--- src/rtl/clk_divider_prog_if.sv ---
// Control/status bundle for clk_divider_prog; o_tick_cnt exists only when
// CLKDIV_TICK_CNT_EN is defined.
interface clk_divider_prog_if #(
   parameter int WIDTH = 16
);
   logic             i_ce;
   logic             i_load;
   logic [WIDTH-1:0] i_div;
   logic             i_mode;
   logic             o_div_clk;
   logic             o_tick;
   logic             o_load_ack;
   logic [WIDTH-1:0] o_active_div;
`ifdef CLKDIV_TICK_CNT_EN
   logic [7:0]       o_tick_cnt;
`endif

   modport master (
      output i_ce, i_load, i_div, i_mode,
`ifdef CLKDIV_TICK_CNT_EN
      input  o_tick_cnt,
`endif
      input  o_div_clk, o_tick, o_load_ack, o_active_div
   );

   modport slave (
      input  i_ce, i_load, i_div, i_mode,
`ifdef CLKDIV_TICK_CNT_EN
      output o_tick_cnt,
`endif
      output o_div_clk, o_tick, o_load_ack, o_active_div
   );
endinterface

--- src/rtl/clk_divider_prog.sv ---
// Programmable divider/tick generator with shadowed divisor/mode update.
// Optional CLKDIV_TICK_CNT_EN adds an 8-bit tick counter on o_tick_cnt.
module clk_divider_prog #(
   parameter int WIDTH     = 16,
   parameter int RESET_DIV = 50000
) (
   input  logic               i_clk,
   input  logic               i_rst_n,
   clk_divider_prog_if.slave  bus
);
   typedef enum logic {MODE_TOGGLE = 1'b0, MODE_PULSE = 1'b1} mode_e;

   localparam logic [WIDTH-1:0] RST_DIV = WIDTH'(RESET_DIV);

   logic [WIDTH-1:0] cnt_q, cnt_d;
   logic [WIDTH-1:0] active_div_q, active_div_d;
   logic [WIDTH-1:0] pend_div_q, pend_div_d;
   mode_e            mode_q, mode_d;
   mode_e            pend_mode_q, pend_mode_d;
   logic             pend_vld_q, pend_vld_d;
   logic             div_clk_q, div_clk_d;
   logic             tick_q, tick_d;
   logic             ack_q, ack_d;
   logic             tc;

   assign tc = bus.i_ce && (cnt_q == active_div_q - WIDTH'(1));

   always_comb begin
      // NOTE: every output of this block gets a default first so no latch is inferred.
      cnt_d        = cnt_q;
      active_div_d = active_div_q;
      mode_d       = mode_q;
      pend_div_d   = pend_div_q;
      pend_mode_d  = pend_mode_q;
      pend_vld_d   = pend_vld_q;
      div_clk_d    = div_clk_q;
      tick_d       = 1'b0;
      ack_d        = 1'b0;

      if (tc) begin
         cnt_d  = '0;
         tick_d = 1'b1;
         if (pend_vld_q) begin
            // New settings take over at the count boundary, output restarted cleanly.
            active_div_d = pend_div_q;
            mode_d       = pend_mode_q;
            pend_vld_d   = 1'b0;
            ack_d        = 1'b1;
            div_clk_d    = (pend_mode_q == MODE_PULSE);
         end else begin
            div_clk_d = (mode_q == MODE_PULSE) ? 1'b1 : ~div_clk_q;
         end
      end else begin
         if (bus.i_ce) cnt_d = cnt_q + WIDTH'(1);
         if (mode_q == MODE_PULSE) div_clk_d = 1'b0;
      end

      // Capture after application so a load coincident with tc stays pending.
      if (bus.i_load) begin
         pend_div_d  = (bus.i_div == '0) ? WIDTH'(1) : bus.i_div;
         pend_mode_d = mode_e'(bus.i_mode);
         pend_vld_d  = 1'b1;
      end
   end

   always_ff @(posedge i_clk) begin
      // NOTE: sequential state uses non-blocking assignments to avoid update-order races.
      if (!i_rst_n) begin
         cnt_q        <= '0;
         active_div_q <= RST_DIV;
         mode_q       <= MODE_TOGGLE;
         pend_div_q   <= RST_DIV;
         pend_mode_q  <= MODE_TOGGLE;
         pend_vld_q   <= 1'b0;
         div_clk_q    <= 1'b0;
         tick_q       <= 1'b0;
         ack_q        <= 1'b0;
      end else begin
         cnt_q        <= cnt_d;
         active_div_q <= active_div_d;
         mode_q       <= mode_d;
         pend_div_q   <= pend_div_d;
         pend_mode_q  <= pend_mode_d;
         pend_vld_q   <= pend_vld_d;
         div_clk_q    <= div_clk_d;
         tick_q       <= tick_d;
         ack_q        <= ack_d;
      end
   end

   assign bus.o_div_clk    = div_clk_q;
   assign bus.o_tick       = tick_q;
   assign bus.o_load_ack   = ack_q;
   assign bus.o_active_div = active_div_q;

`ifdef CLKDIV_TICK_CNT_EN
   logic [7:0] tick_cnt_q, tick_cnt_d;

   always_comb begin
      tick_cnt_d = tick_cnt_q;
      if (tc && pend_vld_q) tick_cnt_d = '0;
      else if (tc)          tick_cnt_d = tick_cnt_q + 8'd1;
   end

   always_ff @(posedge i_clk) begin
      if (!i_rst_n) tick_cnt_q <= '0;
      else          tick_cnt_q <= tick_cnt_d;
   end

   assign bus.o_tick_cnt = tick_cnt_q;
`endif
endmodule

--- src/flat_wrapper.sv ---
// flat-port wrapper written by rule: the top's interface ports become plain ports
module clk_divider_prog_flat 
#(
   parameter int WIDTH     = 16,
   parameter int RESET_DIV = 50000
)
  (i_clk, i_rst_n, bus_i_ce, bus_i_load, bus_i_div, bus_i_mode, bus_o_div_clk, bus_o_tick, bus_o_load_ack, bus_o_active_div);
  clk_divider_prog_if #(.WIDTH(WIDTH)) bus_i ();
  input  logic i_clk;
  input  logic i_rst_n;
  input wire logic [$bits(bus_i.i_ce)-1:0] bus_i_ce;
  input wire logic [$bits(bus_i.i_load)-1:0] bus_i_load;
  input wire logic [$bits(bus_i.i_div)-1:0] bus_i_div;
  input wire logic [$bits(bus_i.i_mode)-1:0] bus_i_mode;
  output wire logic [$bits(bus_i.o_div_clk)-1:0] bus_o_div_clk;
  output wire logic [$bits(bus_i.o_tick)-1:0] bus_o_tick;
  output wire logic [$bits(bus_i.o_load_ack)-1:0] bus_o_load_ack;
  output wire logic [$bits(bus_i.o_active_div)-1:0] bus_o_active_div;
  assign bus_i.i_ce = bus_i_ce;
  assign bus_i.i_load = bus_i_load;
  assign bus_i.i_div = bus_i_div;
  assign bus_i.i_mode = bus_i_mode;
  assign bus_o_div_clk = bus_i.o_div_clk;
  assign bus_o_tick = bus_i.o_tick;
  assign bus_o_load_ack = bus_i.o_load_ack;
  assign bus_o_active_div = bus_i.o_active_div;
  clk_divider_prog #(.WIDTH(WIDTH), .RESET_DIV(RESET_DIV)) u_core (.i_clk(i_clk), .i_rst_n(i_rst_n), .bus(bus_i));
endmodule
--- config.mk ---
export PLATFORM = sky130hd
export DESIGN_NAME = clk_divider_prog_flat
export DESIGN_NICKNAME = d
export VERILOG_FILES = /design/src/rtl/clk_divider_prog_if.sv /design/src/rtl/clk_divider_prog.sv /design/src/flat_wrapper.sv
export SDC_FILE = /design/constraint.sdc
export NUM_CORES = 1
export LEC_CHECK = 0
export CORE_MARGIN = 3
export CORE_UTILIZATION = 58
export DETAILED_ROUTE_END_ITERATION = 6
export PLACE_DENSITY = 0.84
export SLEW_MARGIN = 20
export SYNTH_ARGS = -nofsm -noshare
export SYNTH_HDL_FRONTEND = slang
export SYNTH_SLANG_ARGS = --single-unit
--- constraint.sdc ---
create_clock -name i_clk -period 9.4 [get_ports i_clk]
set_clock_uncertainty 0.15 [all_clocks]
set_input_delay 1.41 -clock i_clk [delete_from_list [all_inputs] [get_ports i_clk]]
set_output_delay 1.41 -clock i_clk [all_outputs]
set_load 0.05 [all_outputs]
==> results of run 1 <==
-- routing by layer --
metal | GRT usage | routed length, um
met4 | 0.0854 | 114
met5 | 0 | 0
met1 | 0.310 | 2880
met2 | 0.395 | 2980
met3 | 0.0515 | 357
-- registers in the layout, indices dropped and copies added, names as in the netlist --
register / cells
u_core.bus.o_tick: 1
u_core.mode_q: 1
u_core.bus.o_load_ack: 1
u_core.bus.o_div_clk: 1
u_core.pend_vld_q: 1
u_core.cnt_q: 16
u_core.bus.o_active_div: 16
u_core.pend_mode_q: 1
u_core.pend_div_q: 16
-- final timing paths --
| kind | startpoint | end | slack (ns) | cells past startpoint |
|---|---|---|---|---|
| max reg2reg | u_core.bus.o_active_div[0]$_SDFFE_PN0P_ | u_core.bus.o_active_div[3]$_SDFFE_PN0P_ | 5.82 | 9 |
| max | bus_i_ce | u_core.bus.o_active_div[3]$_SDFFE_PN0P_ | 5.74 | 6 |
| min reg2reg | u_core.pend_div_q[13]$_SDFFE_PN0P_ | u_core.bus.o_active_div[13]$_SDFFE_PN0P_ | 0.33 | 2 |
| min | u_core.pend_div_q[13]$_SDFFE_PN0P_ | u_core.bus.o_active_div[13]$_SDFFE_PN0P_ | 0.33 | 2 |
-- final cells by class --
type                    instances  area share
well taps                      52      0.0199
flip-flops and latches         54       0.330
multi-input cells             237       0.480
repair buffers                 39       0.119
clock buffers                   5      0.0210
inverters                      13      0.0149
clock inverters                 3      0.0145
-- power breakdown --
part | internal (mW) | switching, mW
Combinational | 0.0146 | 0.0126
Clock | 0.0809 | 0.0818
Sequential | 0.234 | 0.00572
Total | 0.330 | 0.100
-- logic make-up after synthesis --
family	synth area share
simple gates	0.254
fa+ha+maj	0.00893
mux	0.0750
flops	0.386
buf+inv	0.0531
xor+xnor	0.0906
compound gates	0.133
-- metrics by stage --
| stage | total power [mW] | instance area [sq um] | instances | hold slack [ns] |
|---|---|---|---|---|
| finish | 0.430 | 3270 | 403 | 0.328 |
| global route | 0.444 | 3270 | 403 | 0.363 |
| CTS | 0.431 | 3270 | 403 | 0.321 |
| detailed placement | 0.272 | 3160 | 395 | 0.307 |
| global placement | 0.271 | 3160 | 395 | 0.302 |
| floorplan | 0.259 | 2800 | 324 | 0.287 |
-- cell usage in the layout, fill, tap and decap left out, drive strengths merged, types with 3 or more instances in the layout --
cell / count
nor4: 7
nand2: 28
xnor2: 11
nor3: 5
dfxtp: 54
o211ai: 7
nand3: 7
mux2i: 21
a21oi: 13
clkbuf: 5
or3: 4
and2: 3
and4: 3
nor2: 35
xor2: 18
o21ai: 14
clkdlybuf4s50: 39
or4: 4
inv: 14
nand4: 21
nand2b: 6
-- critical path, cell delays in order --
cell and delay [ns]:
clkdlybuf4s50_1 0.61, nand4_1 0.12, nor4_1 0.42, and4b_1 0.60
and3_4 0.39, mux2i_1 0.20
==> reports/results.ini, run 1 <==
[power]
vdd_ir_drop_max_mv = 0.116
powerDensity_mw_per_mm2 = 131
power_leakage_nw = 1.19

[drt]
drtIter0Drc = 248
drt-total-wl_um = 6330
antenna_left = 0
drc = 0
viasPerCell = 6.00
drtPass1Iterations = 7
via_count = 2420
wl_per_cell_um = 15.7

[hold_path]
min_path_type = reg -> reg

[finish]
ff_latch_area_sq_mm = 0.00108
area_delta_synth_final_pct = 16.8
finish.net_count = 373
diodes = 0
final_util = 0.727
multi_input_area_sq_mm = 0.00157
layout-drive-gt1-share = 0.0712
fill_cells = 366

[clock_tree]
cts_made_buffers = 5
post_cts_buffers = 0
clkTransAtPathRegs_ns = 0.10
root_buffer = clkbuf_8
cts_tree = yes
htree_levels = 2
clock_latency_ns = 0.31
cts_sinks = 54
clockBufferDepth = 2
holdBufCountCts = 0
post_cts_resized = 0

[grt]
grt_first_pass_wirelength_um = 10500
grt_pass1_vias = 2293
grt_overflow = 0
grt_max_degree = 24
antenna_found_initial = 0
grtUsageTotal = 0.240

[synthesis]
synth_area_leaders = dfxtp_1, mux2i_1, xor2_1
synth.avg_cell_area_sq_um = 8.65
postSynth.asyncResetShare = 0
yosysWarnings = 0
yosys_most_used_dff = dfxtp_1
synthTopCellsByCount = dfxtp_1, nor2_1, nand2_1
synthCells = 324
synthesis.nets = 347
synth.distinct_cells = 53
synth_top_area_frac = 0.386
syn_area_sq_mm = 0.00280
ys_seq_area_frac = 0.386
synth.largest_area_cell = dfxtp_1
synth_most_common_cell = dfxtp_1
synth_edf_count = 0
ys_ff_latch = 54

[job]
max_cap_violations = 0

[sta]
hold_violations = 0
fin_setup_tns_ns = 0
fin_crit_ns = 3.66
finalSetupViolCount = 0
fmax_mhz = 273
rsz0062_at_grt = false
tightest_slew_ns = 0.982
slew_viol_final = 0
slew_headroom = 0.343
fin_ws_ns = 5.74
period_share = 0.390

[setup_path]
arrival_ns = 3.76
required_ns = 9.50
cp-start-kind = primary input
crit_fanout = 15
end_kind = flop
crit_type = in -> reg

[floorplan]
ios = 40
dieArea_sq_mm = 0.00570
coreArea_sq_mm = 0.00450
rows = 24
die_h_um = 75.5
die_w_um = 75.5
start_util = 0.622

[placement]
numPortBuffers = 39
gp_congestion = 0.868
dp_hpwl_um = 4690
dp_slack_ns = 5.47

[outcome]
outcome = completed

No activity file was read; power rests on OpenSTA's default activity.
==> inputs of run 2 (changes only) <==
- CORE_UTILIZATION: 58 -> 54
- PLACE_DENSITY: 0.84 -> 0.79
- clock period: 9.4 -> 3.7 ns (I/O delays scaled with it)
==> run 2 against run 1 <==
  * Hold slack lost 0.0053 ns
  * Via count shrank 0.29%
  * Final area rose by 1.5%
  * Register-to-register slack worse by 5.4 ns
  * Non-clock buffer count grew 5
  * Critical path depth increased by 3
  * Wire length decreased by 0.43%
  * Final cell count rose by 4.7%
  * Global-route usage down 2.2 points
  * Sequential power increased to 2.5 times the previous value
  * First-iteration DRC count is 9.3% higher
  * Sequential share of layout area down 0.47 points
==> reports/results.ini, run 2 (synthesis gave the netlist of run 1 again) <==
[power]
vdd_ir_drop_max_mv = 0.314  ; was 0.116 mV
total_power_mw = 1.07  ; was 0.430 mW
powerDensity_mw_per_mm2 = 323  ; was 131 mW/mm^2
power_leakage_nw = 1.21  ; was 1.19 nW

[clock_tree]
root_buffer = clkbuf_8  ; unchanged
htree_levels = 2  ; unchanged
holdBufCountCts = 0  ; unchanged
clkTransAtPathRegs_ns = 0.10  ; about the same
cts_made_buffers = 5  ; unchanged
clockBufferDepth = 2  ; unchanged
post_cts_buffers = 0  ; unchanged
clock_latency_ns = 0.31  ; about the same
cts_tree = yes  ; unchanged
cts_sinks = 54  ; unchanged
post_cts_resized = 0  ; unchanged

[finish]
fill_cells = 418  ; was 366
finish.net_count = 378  ; was 373
area_delta_synth_final_pct = 18.5  ; was 16.8%
final_common_cell = dfxtp_1  ; unchanged
layout_common_cells = dfxtp_1, clkdlybuf4s50_1, nor2_1, nand2_1  ; unchanged
ff_latch_area_sq_mm = 0.00108  ; unchanged
diodes = 0  ; unchanged
layout-drive-gt1-share = 0.0817  ; was 0.0712
multi_input_area_sq_mm = 0.00157  ; unchanged

[floorplan]
ios = 40  ; unchanged
die_h_um = 78.0  ; was 75.5 um
rows = 25  ; was 24
dieArea_sq_mm = 0.00609  ; was 0.00570 sq mm
coreArea_sq_mm = 0.00488  ; was 0.00450 sq mm
die_w_um = 78.0  ; was 75.5 um
start_util = 0.574  ; was 0.622

[sta]
fin_setup_tns_ns = 0  ; unchanged
slew_headroom = 0.351  ; was 0.343
fin_crit_ns = 3.29
slew_viol_final = 0  ; unchanged
finalSetupViolCount = 0  ; unchanged
tightest_slew_ns = 0.971  ; was 0.982 ns
fin_ws_ns = 0.407  ; was 5.74 ns
fmax_mhz = 304
period_share = 0.890
hold_violations = 0  ; unchanged
fin_hold_ws_ns = 0.323  ; was 0.328 ns
rsz0062_at_grt = false  ; unchanged

[grt]
grtUsageTotal = 0.217  ; was 0.240
grt_first_pass_wirelength_um = 10900  ; was 10500 um
grt_overflow = 0  ; unchanged
antenna_found_initial = 0  ; unchanged
grt_pass1_vias = 2360  ; was 2293
grt_max_degree = 24  ; unchanged

[drt]
drc = 0  ; unchanged
wl_per_cell_um = 14.9  ; was 15.7 um
viasPerCell = 5.72  ; was 6.00
drtIter0Drc = 271  ; was 248
antenna_left = 0  ; unchanged
drtPass1Iterations = 4  ; was 7
via_count = 2413  ; was 2420
drt-total-wl_um = 6310  ; was 6330 um

[setup_path]
critical_path.top_delay_family = simple AND/OR/NAND/NOR gates  ; unchanged
cp_cell_sequence = inv_1 > ha_1 > or3b_4 > or3_1 > a21o_1 > a2111oi_2 > and4b_1 > and3_4 > mux2i_1  ; was clkdlybuf4s50_1 > nand4_1 > nor4_1 > and4b_1 > and3_4 > mux2i_1
cp_num_buf_inv = 1  ; unchanged
end_kind = flop  ; unchanged
cp-start-kind = flop  ; was primary input
crit_fanout = 10  ; was 15
slowest_stage = or3b_4  ; was clkdlybuf4s50_1
crit_type = reg -> reg  ; was in -> reg
arrival_ns = 3.38  ; was 3.76 ns
required_ns = 3.79  ; was 9.50 ns
cpPeakStageDelay_ns = 0.43  ; was 0.61 ns

[placement]
dp_hpwl_um = 4760  ; was 4690 um
numPortBuffers = 39  ; unchanged
dp_slack_ns = 0.426  ; was 5.47 ns
gp_congestion = 0.869  ; was 0.868

[job]
max_cap_violations = 0  ; unchanged

[outcome]
outcome = completed  ; unchanged

[hold_path]
min_path_type = reg -> reg  ; unchanged

## run 2: cell count changes in the layout (fill, tap and decap cells not counted), sizes merged
cell | previous run | this run
inv | 14 | 13
buf | 0 | 5
## run 2: metal layers
metal	wire length, um	vias up	global-route usage
li1	-	1215	-
met1	2860	1128	0.276
met2	3070	61	0.378
met3	314	9	0.0459
met4	63	0	0.0524
met5	0	-	0
## run 2: power by group
group | leakage (nW) | internal, mW | switching, mW | total, mW
combinational | 0.720 | 0.0383 | 0.0318 | 0.0701
clock | 0.0542 | 0.199 | 0.194 | 0.393
sequential | 0.440 | 0.595 | 0.0141 | 0.609
## run 2: final timing paths
check,startpoint,endpoint,slack [ns],depth (start not counted)
max,u_core.bus.o_active_div[0]$_SDFFE_PN0P_,u_core.bus.o_active_div[3]$_SDFFE_PN0P_,0.41,9
min,u_core.pend_div_q[13]$_SDFFE_PN0P_,u_core.bus.o_active_div[13]$_SDFFE_PN0P_,0.32,2
max reg2reg,u_core.bus.o_active_div[0]$_SDFFE_PN0P_,u_core.bus.o_active_div[3]$_SDFFE_PN0P_,0.41,9
min reg2reg,u_core.pend_div_q[13]$_SDFFE_PN0P_,u_core.bus.o_active_div[13]$_SDFFE_PN0P_,0.32,2
## run 2: worst reg2reg max path: stages, from the launching register on
cell	delay, ns
dfxtp_1	0.37
inv_1	0.08
ha_1	0.25
or3b_4	0.43
or3_1	0.38
a21o_1	0.21
a2111oi_2	0.39
and4b_1	0.41
and3_4	0.35
mux2i_1	0.23
## run 2: stage by stage
| step | instances | utilization | area, sq um |
|---|---|---|---|
| 2_1_floorplan | 324 | - | 2800 |
| 4_1_cts | 422 | 0.681 | 3320 |
| 3_3_place_gp | 415 | 0.659 | 3210 |
| 5_1_grt | 422 | 0.681 | 3320 |
| 6_report | 422 | 0.681 | 3320 |
| 3_5_place_dp | 415 | 0.659 | 3210 |
## run 2: final cells by class
class / instances / area share
clock buffers: 5 / 0.0207
well taps: 67 / 0.0252
flip-flops and latches: 54 / 0.325
inverters: 13 / 0.0147
repair buffers: 44 / 0.129
multi-input cells: 237 / 0.473
clock inverters: 2 / 0.0117
